## config.mk

```make
export PLATFORM = sky130hd
export DESIGN_NAME = nco_phase_acc
export DESIGN_NICKNAME = d
export VERILOG_FILES = /design/src/rtl/nco_phase_acc.sv
export SDC_FILE = /design/constraint.sdc
export NUM_CORES = 1
export LEC_CHECK = 0
export CAP_MARGIN = 40
export CORE_ASPECT_RATIO = 1.75
export CORE_MARGIN = 2
export CORE_UTILIZATION = 40
export DETAILED_ROUTE_END_ITERATION = 8
export PLACE_DENSITY = 0.7
export SETUP_SLACK_MARGIN = 0.15
export SYNTH_ARGS = -nofsm -noshare
export SYNTH_HDL_FRONTEND = slang
export SYNTH_SLANG_ARGS = --single-unit
```

## constraint.sdc

```tcl
create_clock -name clk -period 6.7 [get_ports clk]
set_input_delay 0.67 -clock clk [delete_from_list [all_inputs] [get_ports clk]]
set_output_delay 0.67 -clock clk [all_outputs]
set_load 0.03 [all_outputs]
```

## src/rtl/nco_phase_acc.sv

```systemverilog
// Phase accumulator for the NCO: steps phase on each sample strobe and drives the LUT index.
// It registers the LUT sample and accepts tuning words that are applied only on sample boundaries.
module nco_phase_acc #(
    parameter int                   ACC_WIDTH    = 32,
    parameter int                   PHI_WIDTH    = 8,
    parameter int                   WAV_WIDTH    = 24,
    parameter logic [ACC_WIDTH-1:0] FTW_RESET    = 32'h0100_0000,
    parameter int                   SYNC_ON_WRAP = 0
) (
    input  logic                 clk,
    input  logic                 rst,
    input  logic                 sample_en,
    input  logic                 phase_rst,
    input  logic [ACC_WIDTH-1:0] ftw_in,
    input  logic                 ftw_valid,
    output logic                 ftw_ready,
    output logic [PHI_WIDTH-1:0] phi,
    input  logic [WAV_WIDTH-1:0] wav_in,
    output logic [WAV_WIDTH-1:0] wav_out,
    output logic                 wav_valid,
    output logic                 wrap
);

    localparam logic [0:0] ST_IDLE    = 1'b0;
    localparam logic [0:0] ST_PENDING = 1'b1;

    logic [ACC_WIDTH-1:0] acc_reg;
    logic [ACC_WIDTH-1:0] ftw_active_reg;
    logic [ACC_WIDTH-1:0] ftw_pend_reg;
    logic [0:0]           state_reg;
    logic                 carry_d_reg;
    logic                 cap_d_reg;
    logic [WAV_WIDTH-1:0] wav_out_reg;
    logic                 wav_valid_reg;
    logic                 wrap_reg;

    logic [ACC_WIDTH:0]   sum_next;
    logic                 step_en;
    logic                 apply_en;
    logic                 accept_en;

    // Extra top bit of the sum is the carry out of the accumulator.
    assign sum_next  = {1'b0, acc_reg} + {1'b0, ftw_active_reg};
    assign step_en   = sample_en & ~phase_rst;
    assign apply_en  = (state_reg == ST_PENDING) & step_en &
                       ((SYNC_ON_WRAP == 0) | sum_next[ACC_WIDTH]);
    assign accept_en = (state_reg == ST_IDLE) & ftw_valid;

    always_ff @(posedge clk) begin
        if (rst) begin
            acc_reg     <= '0;
            carry_d_reg <= 1'b0;
            cap_d_reg   <= 1'b0;
        end else begin
            if (phase_rst) begin
                acc_reg <= '0;
            end else if (sample_en) begin
                acc_reg <= sum_next[ACC_WIDTH-1:0];
            end
            carry_d_reg <= step_en & sum_next[ACC_WIDTH];
            cap_d_reg   <= step_en;
        end
    end

    // Word in flight is only committed on a strobe edge, so the phase never sees a mid-sample change.
    always_ff @(posedge clk) begin
        if (rst) begin
            state_reg      <= ST_IDLE;
            ftw_active_reg <= FTW_RESET;
            ftw_pend_reg   <= '0;
        end else begin
            case (state_reg)
                ST_IDLE: begin
                    if (accept_en) begin
                        ftw_pend_reg <= ftw_in;
                        state_reg    <= ST_PENDING;
                    end
                end
                default: begin
                    if (apply_en) begin
                        ftw_active_reg <= ftw_pend_reg;
                        state_reg      <= ST_IDLE;
                    end
                end
            endcase
        end
    end

    always_ff @(posedge clk) begin
        if (rst) begin
            wav_out_reg   <= '0;
            wav_valid_reg <= 1'b0;
            wrap_reg      <= 1'b0;
        end else begin
            if (cap_d_reg) begin
                wav_out_reg <= wav_in;
            end
            wav_valid_reg <= cap_d_reg;
            wrap_reg      <= cap_d_reg & carry_d_reg;
        end
    end

    assign ftw_ready = (state_reg == ST_IDLE);
    assign phi       = acc_reg[ACC_WIDTH-1 -: PHI_WIDTH];
    assign wav_out   = wav_out_reg;
    assign wav_valid = wav_valid_reg;
    assign wrap      = wrap_reg;

endmodule
```

Yosys cells after proc, flatten, opt, wreduce, memory -nomap -nowiden

Index checks and enable logic that the tools add are counted.

Flip-flop bits (word level): 125
Input port bits: 61
Logic and storage cells: 23
Output and inout bits: 35

Bitwise gates (word level): 7
Add/subtract/negate cells: 1
Reduce and logical (&&, ||, !) cells: 3
Mux-type cells: 3

Operators by type and width:

| kind             | number |
|---|---|
| $add 32x32->33   | 1 |
| $and 1x1->1      | 5 |
| $reduce_and 2->1 | 2 |
| $mux 1           | 3 |
| $not 1->1        | 2 |
| $reduce_or 2->1  | 1 |

Depth between registers and ports, before layout

Gate-level depths: netlist of the first run.

Depth in word-level cells: 5
Depth in mapped cells: 10
Gate-level depth less buffers: 10

Least setup slack after synthesis of the first run

OpenSTA, ideal clock, no wires.

Path kind: flip-flop to flip-flop
Start point: register acc_reg[0]
End point: register acc_reg[30]
Library setup time: 0.120 ns
Setup slack: 4.377 ns
Buffers on the path: 0
Data required time: 6.580 ns
Period minus slack after synthesis: 2.323 ns
Stages on the path, launching flop included: 10
Arrival time: 2.203 ns
Path through: dfxtp_1 -> ha_1 -> fa_1 -> a21oi_1 -> nand4b_2 -> a2111oi_4 -> nor3b_2 -> o41a_1 -> o21a_1 -> a211o_1

Cells in the longest elaborated chain, start to end: 1

RTL lines:

| what                   | line | source |
|---|---|---|
| from (decl)            | 27   | `logic [ACC_WIDTH-1:0] acc_reg;` |
| from (signal assigned) | 58   | `acc_reg <= sum_next[ACC_WIDTH-1:0];` |
| $add 32x32->33         | 43   | `assign sum_next = {1'b0, acc_reg} + {1'b0, ftw_active_reg};` |

No other way between the ends.
A chain may end at the register's enable or synchronous reset.

Worst setup path in the final report of the first run

Start point: input port sample_en
End point: register ftw_active_reg[15]

Cells in the longest elaborated chain, start to end: 3

RTL lines:

| what                              | line | source |
|---|---|---|
| from (decl)                       | 12   | `input logic sample_en,` |
| $and 1x1->1                       | 44   | `assign step_en = sample_en & ~phase_rst;` |
| $and 1x1->1                       | 45   | `assign apply_en = (state_reg == ST_PENDING) & step_en &` |
| $reduce_and 2->1 (no source line) | n/a  |  |
| to (signal assigned)              | 81   | `ftw_active_reg <= ftw_pend_reg;` |
| to (decl)                         | 28   | `logic [ACC_WIDTH-1:0] ftw_active_reg;` |

No other way between the ends.

==> results of run 1 <==
per-layer routing:
layer / global-route usage / up-vias / share of wire
li1: - / 2639 / -
met1: 0.198 / 2417 / 0.40
met4: 0.0845 / 0 / 0.031
met3: 0.0354 / 29 / 0.033
met5: 0 / - / 0
met2: 0.324 / 105 / 0.53
stage by stage:
step                      hold slack (ns)  area [um^2]  setup slack, ns
final                               0.431         7690             3.90
after global placement              0.412         7030             3.32
after global routing                0.442         7690             3.78
after floorplan                     0.406         6030             4.38
after CTS                           0.431         7690             3.89
after detailed placement            0.422         7110             3.52
area by class of cell:
class                      count  area share
multi-input combinational    537       0.426
sequential                   125       0.325
timing repair buffer         104       0.140
clock buffer                  17      0.0553
tap                          183      0.0298
clock inverter                15      0.0199
inverter                       8     0.00390
antenna                        1    0.000325
kinds of logic after synthesis:
logic type / Yosys count / share of synthesized area
muxes: 41 / 0.0681
buffers and inverters: 59 / 0.0430
AOI/OAI and AO/OA: 173 / 0.179
and+or+nand+nor: 267 / 0.192
adders and majority gates: 33 / 0.0697
DFF: 125 / 0.415
xor gates and xnor gates: 23 / 0.0334
power by group through the flow:
stage	Clock, mW	Sequential (mW)	Combinational (mW)
floorplan	0	0.798	0.0695
global placement	0	0.790	0.140
detailed placement	0	0.791	0.148
CTS	0.907	0.775	0.149
global route	0.938	0.777	0.160
finish	0.892	0.775	0.147
synthesized netlist by cell type, types with 5 or more instances:
| cell type | instances | area (um^2) |
|---|---|---|
| sky130_fd_sc_hd__a21oi_1 | 93 | 465 |
| sky130_fd_sc_hd__o21ai_0 | 12 | 60.1 |
| sky130_fd_sc_hd__o21a_1 | 7 | 52.6 |
| sky130_fd_sc_hd__buf_4 | 8 | 60.1 |
| sky130_fd_sc_hd__mux2i_1 | 41 | 410 |
| sky130_fd_sc_hd__nor3_1 | 7 | 35.0 |
| sky130_fd_sc_hd__nand3_1 | 13 | 65.1 |
| sky130_fd_sc_hd__o21ai_1 | 7 | 35.0 |
| sky130_fd_sc_hd__a21o_1 | 12 | 90.1 |
| sky130_fd_sc_hd__nor2_1 | 55 | 206 |
| sky130_fd_sc_hd__o22ai_1 | 6 | 37.5 |
| sky130_fd_sc_hd__inv_1 | 8 | 30.0 |
| sky130_fd_sc_hd__xnor2_1 | 17 | 149 |
| sky130_fd_sc_hd__dfxtp_1 | 125 | 2500 |
| sky130_fd_sc_hd__buf_2 | 6 | 30.0 |
| sky130_fd_sc_hd__xor2_1 | 6 | 52.6 |
| sky130_fd_sc_hd__a211oi_1 | 7 | 52.6 |
| sky130_fd_sc_hd__ha_1 | 32 | 400 |
| sky130_fd_sc_hd__clkbuf_1 | 34 | 128 |
| sky130_fd_sc_hd__a31oi_1 | 5 | 31.3 |
| sky130_fd_sc_hd__nand4_1 | 8 | 50.1 |
| sky130_fd_sc_hd__nand2_1 | 156 | 586 |
worst max-delay path by stage:
stage | to | depth (start not counted) | start | slack, ns
after floorplan | acc_reg[30] | 9 | acc_reg[0] | 4.38
after global placement | ftw_active_reg[1] | 6 | sample_en | 3.32
after detailed placement | ftw_active_reg[2] | 7 | sample_en | 3.52
after CTS | ftw_active_reg[15] | 7 | sample_en | 3.89
after global routing | ftw_active_reg[15] | 7 | sample_en | 3.78
final | ftw_active_reg[15] | 7 | sample_en | 3.90
==> key figures, run 1 <==
Routing
  • Total number of vias: roughly 5,200
  • Number of detailed-route iterations in the first pass: 4
  • Routed Wire Length: about 14,000 um
  • Post-detailed-route via-to-cell ratio: 5.24
  • Violation count after the first detailed-routing iteration: 189
  • Detail Route Antenna Nets: 0
  • DR WL/cell: 14.4 um
  • DRC: 0

STA
  • Number of hold violations in the final report: 0
  • Tcrit/Tclk final: 0.418
  • Time the final worst path needs with I/O delays and setup: between 2 and 3 ns
  • Setup TNS after final layout: 0 ns
  • Number of max-slew violations in the final report: 0
  • Actual transition at the worst max-transition pin: around 0.70 ns
  • Layout Skew: 0.00953 ns
  • RSZ-0062 raised after global routing: no
  • Headroom to the max-slew limit: 0.532
  • Max Clk Rate: 0.357 GHz
  • Number of setup violations in the final report: 0

Pwr
  • Leakage: slightly above 3 nW
  • Worst VDD drop: 169 uV
  • Power density normalized to cell area: 236 nW/um^2
  • Combinational cell fraction of total power: 0.081
  • Seq pwr share: 0.427
  • Power spent charging and discharging nets: approximately 0.46 mW
  • Internal: 1.36 mW
  • Clk network pwr share: 0.492
  • Switching share of power: 0.252
  • Post-route total power: 1.81 mW

CTS
  • Cts-stage hold buffer count: 0
  • Latest clock arrival within the worst-skew pair: 0.41 ns
  • Maximum clock insertion buffer count: 2
  • Count of buffers added by post-CTS timing repair for setup: 0
  • Count of cells resized by post-cts repair: 0
  • Number of buffers created by CTS: 17
  • Number of H-tree levels: 4
  • TritonCTS clock tree: yes
  • Clk slew on worst S/H paths: 0.06 ns
  • CTS root buf: sky130_fd_sc_hd__clkbuf_16
  • Total number of clock tree sinks: 125

Placement
  • Final weighted congestion in routability-driven placement: 0.825
  • Dpl cells: 957
  • Half-perimeter wire length of the detailed placement result: 10,300 um
  • Number of input and output port buffers inserted: 95

Critical path
  • Setup slack, reg-to-reg: 4.02 ns
  • Crit path cell chain: clkdlybuf4s50_1, buf_4, inv_1, or3_1, buf_16, nand2_1, a21oi_1
  • Required time of the critical path: 6.98 ns
  • Slowest stage delay, CP: roughly 0.7 ns
  • Kind of start point of the critical path: input pin
  • Worst Path Class, Setup: in -> reg
  • Largest fanout of any net on the critical path: 31
  • Kind of end point of the critical path: register
  • Worst path top cell family by delay: buffers and inverters
  • Critical-path top delay cell: sky130_fd_sc_hd__or3_1
  • Endpoint of the worst-slack reg-to-reg timing path: acc_reg[30]
  • Critical Path AT: around 3.1 ns
  • Critical path buffers and inverters: 4
  • Depth of the worst register-to-register path: 10
  • Beginning of the worst register-to-register path: ftw_active_reg[0]

Global route
  • Global-route wire length before repair: 23,900 um
  • Overflow after GRT: 0
  • Antenna violations before repair: 1
  • Vias in the first global route: roughly 5,200
  • Overall fraction of global-route tracks in use: 0.179
  • Maximum number of pins on one net before global-route repair: 75

Finish
  • Final core utilization: 0.518
  • Footprint of the multi-input gates: 3270 um^2
  • Commonest non-fill, non-tap cell in the layout: sky130_fd_sc_hd__nand2_1
  • Share of layout cells above drive strength 1: 0.0695
  • Most frequent cells in the layout: sky130_fd_sc_hd__nand2_1, sky130_fd_sc_hd__dfxtp_1, sky130_fd_sc_hd__clkdlybuf4s50_1
  • Fillers: roughly 1,400
  • Number of nets in the finished design: 887
  • Final Instance Count excl. Fillers: slightly below 1,000
  • Layout overhead on the synthesized area: 27.6%
  • Sequential cell area: roughly 2500 um^2

Logic synthesis
  • Number of synthesized register bits: 125
  • Number of enable-type register cells in the synthesized netlist: 0
  • Post-Synthesis Net Count: 815
  • Number of unique standard cell types used by synthesis: 56
  • Most common flop cell mapped by yosys: sky130_fd_sc_hd__dfxtp_1
  • Cell count after synthesis: 721
  • Sequential-to-total area share from yosys stat: 0.415
  • Synth Area per Inst: 8.36 um^2
  • Netlist Area Pre-Place: around 6000 um^2
  • Share of synthesized flip-flops with an asynchronous set or reset: 0
  • Ys Warns: 0

Die
  • Number of I/O pins: 96
  • Overall die width: 96.8 um
  • Core Area: 14,800 um^2
  • Height of the chip: 166 um
  • Row cnt: 59
  • Starting density of the core: 0.406
  • Area enclosed by the die boundary: 16,100 um^2

Min path
  • Classification of the worst-slack hold path: reg -> reg
  • Hold wc startpoint: carry_d_reg
  • Cell depth of the worst hold path: 1
  • Hold worst-path end: wrap

Run status
  • Outcome: complete, no violations

Run
  • Max-cap check violation count: 0
(Power assumes the default switching activity.)
==> run 2, diff against run 1 <==
==> constraint.sdc (replaced) <==
create_clock -name clk -period 2.81 [get_ports clk]
set_input_delay 0.281 -clock clk [delete_from_list [all_inputs] [get_ports clk]]
set_output_delay 0.281 -clock clk [all_outputs]
set_load 0.03 [all_outputs]
==> key figures, run 2 (same netlist as run 1, synthesis figures left out) <==
CTS
  • Clk slew on worst S/H paths: 0.06 ns (about the same)
  • Latest clock arrival within the worst-skew pair: 0.41 ns (about the same)
  • Total number of clock tree sinks: 125 (unchanged)
  • CTS root buf: sky130_fd_sc_hd__clkbuf_16
  • Cts-stage hold buffer count: 0 (unchanged)
  • TritonCTS clock tree: yes
  • Number of buffers created by CTS: 17 (unchanged)
  • Count of buffers added by post-CTS timing repair for setup: 0 (unchanged)
  • Maximum clock insertion buffer count: 2 (unchanged)
  • Number of H-tree levels: 4 (unchanged)

Die
  • Row cnt: 59 (unchanged)
  • Starting density of the core: 0.406 (unchanged)
  • Number of I/O pins: 96 (unchanged)
  • Height of the chip: 166 um (unchanged)
  • Overall die width: 96.8 um (unchanged)
  • Core Area: 14,800 um^2 (unchanged)
  • Area enclosed by the die boundary: 16,100 um^2 (unchanged)

Placement
  • Final weighted congestion in routability-driven placement: 0.868 (+5.2%)
  • Worst slack after detailed placement: 0.249 ns (-3.27 ns)
  • Number of input and output port buffers inserted: 95 (unchanged)
  • DP Area: 7110 um^2 (about the same)
  • Dpl cells: 961 (+0.42%)
  • Half-perimeter wire length of the detailed placement result: 10,600 um (+2.5%)

Global route
  • Maximum number of pins on one net before global-route repair: 86 (+15%)
  • Global-route wire length before repair: 25,000 um (+4.5%)
  • Vias in the first global route: 5,316 (+3.2%)
  • Overflow after GRT: 0 (unchanged)
  • Antenna violations before repair: 0 (-1)
  • Most Crowded Layer GR: met2
  • GR Util met1: 0.210 (+0.0123)
  • Overall fraction of global-route tracks in use: 0.187 (+0.00776)
  • Met3 usage in global routing: 0.0328 (-0.00253)
  • Global-route track usage on met2: 0.339 (+0.0145)

Min path
  • Hold wc startpoint: rst
  • Cell depth of the worst hold path: 3 (+2)
  • Classification of the worst-slack hold path: in -> reg
  • Hold worst-path end: ftw_active_reg[28]

Critical path
  • Endpoint of the worst-slack reg-to-reg timing path: acc_reg[28]
  • Beginning of the worst register-to-register path: acc_reg[0]
  • Largest fanout of any net on the critical path: 3 (-90%)
  • Depth of the worst register-to-register path: 10 (unchanged)
  • Kind of start point of the critical path: register
  • Critical Path AT: 2.77 ns (-0.31 ns)
  • Setup slack, reg-to-reg: 0.30 ns (-3.72 ns)
  • Worst Path Class, Setup: reg -> reg
  • Kind of end point of the critical path: register
  • CP startpoint: acc_reg[0]
  • Required time of the critical path: 3.07 ns (-3.91 ns)

Routing
  • Violation count after the first detailed-routing iteration: 287 (+52%)
  • Total number of vias: 5,196 (+0.12%)
  • Detail Route Antenna Nets: 0 (unchanged)
  • Routed Wire Length: 14,700 um (+2.7%)
  • DR WL/cell: 14.8 um (+2.4%)
  • DRC: 0 (unchanged)
  • Post-detailed-route via-to-cell ratio: 5.23 (-0.19%)
  • Number of detailed-route iterations in the first pass: 4 (unchanged)

Pwr
  • Post-route total power: 4.37 mW (+140%)
  • Power density normalized to cell area: 566 nW/um^2 (+140%)
  • Worst VDD drop: 376 uV (+120%)
  • Leakage: 3.08 nW (about the same)

Finish
  • Number of nets in the finished design: 891 (+0.45%)
  • Fillers: 1,373 (+0.81%)
  • Final Instance Count excl. Fillers: 993 (+0.30%)
  • Layout overhead on the synthesized area: 28.0%
  • Post-route cell area: 7710 um^2 (+0.33%)
  • Final core utilization: 0.520 (+0.00169)
  • Share of layout cells above drive strength 1: 0.0778 (+0.00830)
  • Commonest non-fill, non-tap cell in the layout: sky130_fd_sc_hd__nand2_1
  • Antenna Cells: 0 (-1)
  • Most frequent cells in the layout: sky130_fd_sc_hd__nand2_1, sky130_fd_sc_hd__dfxtp_1, sky130_fd_sc_hd__clkdlybuf4s50_1

Run
  • Max-cap check violation count: 0 (unchanged)

STA
  • Headroom to the max-slew limit: 0.561 (+0.0286)
  • Actual transition at the worst max-transition pin: 0.659 ns (-0.0421 ns)
  • Number of max-slew violations in the final report: 0 (unchanged)
  • Max Clk Rate: 0.399 GHz
  • Time the final worst path needs with I/O delays and setup: 2.51 ns
  • Number of hold violations in the final report: 0 (unchanged)
  • RSZ-0062 raised after global routing: yes
  • Number of setup violations in the final report: 0 (unchanged)
  • Tcrit/Tclk final: 0.892
  • Layout Skew: 0.00745 ns (-0.00208 ns)
  • Setup TNS after final layout: 0 ns (unchanged)
  • Hold slack final: 0.241 ns (-0.189 ns)
  • Worst Slack Setup Final: 0.302 ns (-3.60 ns)

Run status
  • Outcome: complete, no violations
-- run 2: changes by cell type in the layout (fill, tap and decap cells not counted), moves of 2 or more --
| cell | before | now |
|---|---|---|
| sky130_fd_sc_hd__inv_8 | 2 | 0 |
| sky130_fd_sc_hd__buf_4 | 6 | 11 |
| sky130_fd_sc_hd__clkinvlp_4 | 1 | 3 |
| sky130_fd_sc_hd__buf_16 | 3 | 1 |
-- run 2: worst max-delay path by stage --
| stage | end | slack (ns) | depth (start not counted) |
|---|---|---|---|
| 6_report | acc_reg[28] | 0.30 | 10 |
| 5_1_grt | acc_reg[21] | 0.14 | 9 |
| 4_1_cts | acc_reg[28] | 0.23 | 10 |
| 3_5_place_dp | acc_reg[28] | 0.25 | 10 |
| 3_3_place_gp | acc_reg[30] | 0.31 | 10 |
| 2_1_floorplan | acc_reg[30] | 0.49 | 9 |
-- run 2: area by class of cell --
cell class	count	area, um^2	area share
clock buffer	17	425	0.0551
clock inverter	15	163	0.0211
inverter	8	30.0	0.00389
multi-input combinational	537	3290	0.426
sequential	125	2500	0.324
tap	183	229	0.0297
timing repair buffer	108	1080	0.139
-- run 2: worst max-delay path, cell delays in order, from the launching register on --
cell                        delay, ns
sky130_fd_sc_hd__dfxtp_1         0.31
sky130_fd_sc_hd__ha_1            0.23
sky130_fd_sc_hd__fa_1            0.43
sky130_fd_sc_hd__a21oi_2         0.17
sky130_fd_sc_hd__nand4b_2        0.18
sky130_fd_sc_hd__a2111oi_4       0.10
sky130_fd_sc_hd__nor2_1          0.24
sky130_fd_sc_hd__o22ai_1         0.15
sky130_fd_sc_hd__o221ai_2        0.24
sky130_fd_sc_hd__mux2i_1         0.21
sky130_fd_sc_hd__o21ai_0         0.10
-- run 2: metal layers --
metal,wire length [um],vias up,part of all wire
met1,6060,2416,0.41
met4,405,0,0.028
met3,447,25,0.030
li1,-,2646,-
met5,0,-,0
met2,7770,109,0.53
-- run 2: what timing repair did --
| item | CTS | global route |
|---|---|---|
| setup endpoints to repair | 0 | 3 |
| resized for setup | 0 | 3 |
| endpoints found under the hold margin | 0 | 0 |
-- run 2: power breakdown --
part,total (mW),leakage (nW),switching (mW),internal [mW]
registers,1.85,1.01,0.0252,1.82
clock network,2.17,0.281,0.855,1.32
logic,0.347,1.79,0.182,0.165
total,4.37,3.08,1.06,3.30
==> run 3, diff against run 2 <==
--- a/config.mk
+++ b/config.mk
@@ -9,9 +9,12 @@
 export CORE_ASPECT_RATIO = 1.75
 export CORE_MARGIN = 2
 export CORE_UTILIZATION = 40
+export CTS_BUF_LIST = sky130_fd_sc_hd__clkbuf_2
 export DETAILED_ROUTE_END_ITERATION = 8
+export MAX_ROUTING_LAYER = met4
 export PLACE_DENSITY = 0.7
 export SETUP_SLACK_MARGIN = 0.15
+export SKIP_CTS_REPAIR_TIMING = 1
 export SYNTH_ARGS = -nofsm -noshare
 export SYNTH_HDL_FRONTEND = slang
 export SYNTH_SLANG_ARGS = --single-unit
==> key figures, run 3 (same netlist as run 1, synthesis figures left out) <==
Min path
  • Classification of the worst-slack hold path: in -> reg
  • Cell depth of the worst hold path: 3 (unchanged)
  • Hold worst-path end: ftw_pend_reg[22]
  • Hold wc startpoint: ftw_in[22]

Pwr
  • Worst VDD drop: 401 uV (+6.6%)
  • Post-route total power: 3.42 mW (-22%)
  • Power density normalized to cell area: 459 nW/um^2 (-19%)
  • Leakage: 2.98 nW (-3.2%)

Routing
  • Number of detailed-route iterations in the first pass: 7 (+3)
  • DRC: 0 (unchanged)
  • DR WL/cell: 14.7 um (-0.45%)
  • Violation count after the first detailed-routing iteration: 227 (-21%)
  • Total number of vias: 5,187 (-0.17%)
  • Post-detailed-route via-to-cell ratio: 5.20 (-0.57%)
  • Routed Wire Length: 14,700 um (about the same)
  • Detail Route Antenna Nets: 0 (unchanged)

Die
  • Area enclosed by the die boundary: 16,100 um^2 (unchanged)
  • Row cnt: 59 (unchanged)
  • Number of I/O pins: 96 (unchanged)
  • Height of the chip: 166 um (unchanged)
  • Core Area: 14,800 um^2 (unchanged)
  • Starting density of the core: 0.406 (unchanged)
  • Overall die width: 96.8 um (unchanged)

Finish
  • Commonest non-fill, non-tap cell in the layout: sky130_fd_sc_hd__nand2_1
  • Share of layout cells above drive strength 1: 0.0836 (+0.00586)
  • Number of nets in the finished design: 894 (+0.34%)
  • Most frequent cells in the layout: sky130_fd_sc_hd__nand2_1, sky130_fd_sc_hd__dfxtp_1, sky130_fd_sc_hd__clkdlybuf4s50_1
  • Final core utilization: 0.501 (-0.0186)
  • Layout overhead on the synthesized area: 23.4%

Critical path
  • Largest fanout of any net on the critical path: 3 (unchanged)
  • Kind of start point of the critical path: register
  • Critical Path AT: 3.09 ns (+0.32 ns)
  • Required time of the critical path: 3.40 ns (+0.33 ns)
  • Worst Path Class, Setup: reg -> reg
  • Beginning of the worst register-to-register path: acc_reg[0]
  • Kind of end point of the critical path: register
  • Setup slack, reg-to-reg: 0.31 ns (about the same)
  • Endpoint of the worst-slack reg-to-reg timing path: acc_reg[30]
  • Depth of the worst register-to-register path: 10 (unchanged)

CTS
  • Latest clock arrival within the worst-skew pair: 0.69 ns (+0.28 ns)
  • CTS root buf: sky130_fd_sc_hd__clkbuf_2
  • Clk slew on worst S/H paths: 0.22 ns (+0.16 ns)
  • Number of H-tree levels: 4 (unchanged)
  • Total number of clock tree sinks: 125 (unchanged)
  • Number of buffers created by CTS: 17 (unchanged)
  • TritonCTS clock tree: yes
  • Maximum clock insertion buffer count: 2 (unchanged)

STA
  • Number of max-slew violations in the final report: 0 (unchanged)
  • Headroom to the max-slew limit: 0.551 (-0.00914)
  • RSZ-0062 raised after global routing: no
  • Time the final worst path needs with I/O delays and setup: 2.50 ns (-0.00752 ns)
  • Layout Skew: 0.0382 ns (+0.0307 ns)
  • Max Clk Rate: 0.400 GHz (+0.30%)
  • Setup TNS after final layout: 0 ns (unchanged)
  • Number of setup violations in the final report: 0 (unchanged)
  • Tcrit/Tclk final: 0.890 (-0.00268)
  • Actual transition at the worst max-transition pin: 0.673 ns (+0.0137 ns)
  • Number of hold violations in the final report: 0 (unchanged)

Global route
  • Overall fraction of global-route tracks in use: 0.189 (+0.00275)
  • Maximum number of pins on one net before global-route repair: 86 (unchanged)
  • Global-route wire length before repair: 24,600 um (-1.8%)
  • Vias in the first global route: 5,146 (-3.2%)
  • Antenna violations before repair: 1 (+1)
  • Overflow after GRT: 0 (unchanged)

Placement
  • Number of input and output port buffers inserted: 95 (unchanged)
  • Final weighted congestion in routability-driven placement: 0.914 (+5.3%)
  • Half-perimeter wire length of the detailed placement result: 10,700 um (+1.3%)

Run
  • Max-cap check violation count: 0 (unchanged)

Run status
  • Outcome: complete, no violations
-- run 3: changes by cell type in the layout (fill, tap and decap cells not counted), sizes merged --
cell,delta
inv,+5
dlygate4sd3,+1
clkinv,-4
buf,+2
clkinvlp,-1
diode,+1
-- run 3: worst max path at each step --
stage	start	end	slack (ns)	cells past startpoint
5_1_grt	ftw_active_reg[3]	acc_reg[21]	0.15	9
4_1_cts	acc_reg[0]	acc_reg[30]	0.25	10
6_report	acc_reg[0]	acc_reg[30]	0.31	10
3_3_place_gp	acc_reg[0]	acc_reg[30]	0.32	10
3_5_place_dp	acc_reg[0]	acc_reg[30]	0.28	10
2_1_floorplan	acc_reg[0]	acc_reg[30]	0.49	9
-- run 3: critical path, cell delays in order, from the launching register on --
cell                        delay (ns)
sky130_fd_sc_hd__dfxtp_1          0.37
sky130_fd_sc_hd__ha_1             0.24
sky130_fd_sc_hd__fa_2             0.36
sky130_fd_sc_hd__a21oi_1          0.20
sky130_fd_sc_hd__nand4b_4         0.18
sky130_fd_sc_hd__a2111oi_4        0.09
sky130_fd_sc_hd__nor3b_2          0.36
sky130_fd_sc_hd__o41a_1           0.19
sky130_fd_sc_hd__o21a_1           0.15
sky130_fd_sc_hd__nor4_2           0.04
sky130_fd_sc_hd__a211o_1          0.24
-- run 3: layout make-up --
cell class                 count  area, um^2
fill                        1389        7400
multi-input combinational    537        3310
sequential                   125        2500
timing repair buffer         111        1100
tap                          183         229
clock inverter                15         178
clock buffer                  17        85.1
inverter                       8        30.0
antenna                        1        2.50
-- run 3: layer usage --
| metal | vias to the layer above | wire (um) | track usage |
|---|---|---|---|
| met3 | 15 | 419 | 0.0311 |
| li1 | 2658 | - | - |
| met2 | 104 | 7900 | 0.339 |
| met1 | 2410 | 6060 | 0.208 |
| met4 | 0 | 291 | 0.0735 |
| met5 | - | 0 | - |
-- run 3: report_power, final --
part | internal, mW | switching, mW
clock | 0.446 | 0.773
combinational | 0.166 | 0.182
sequential | 1.82 | 0.0255
-- run 3: metrics by stage --
step	hold slack (ns)	cell area, um^2	worst slack [ns]	cells
after floorplan	0.406	6030	0.487	721
after global placement	0.430	7090	0.319	961
after detailed placement	0.431	7120	0.283	962
after CTS	-0.135	7380	0.255	994
after global routing	0.0105	7440	0.151	997
final	0.112	7440	0.310	997
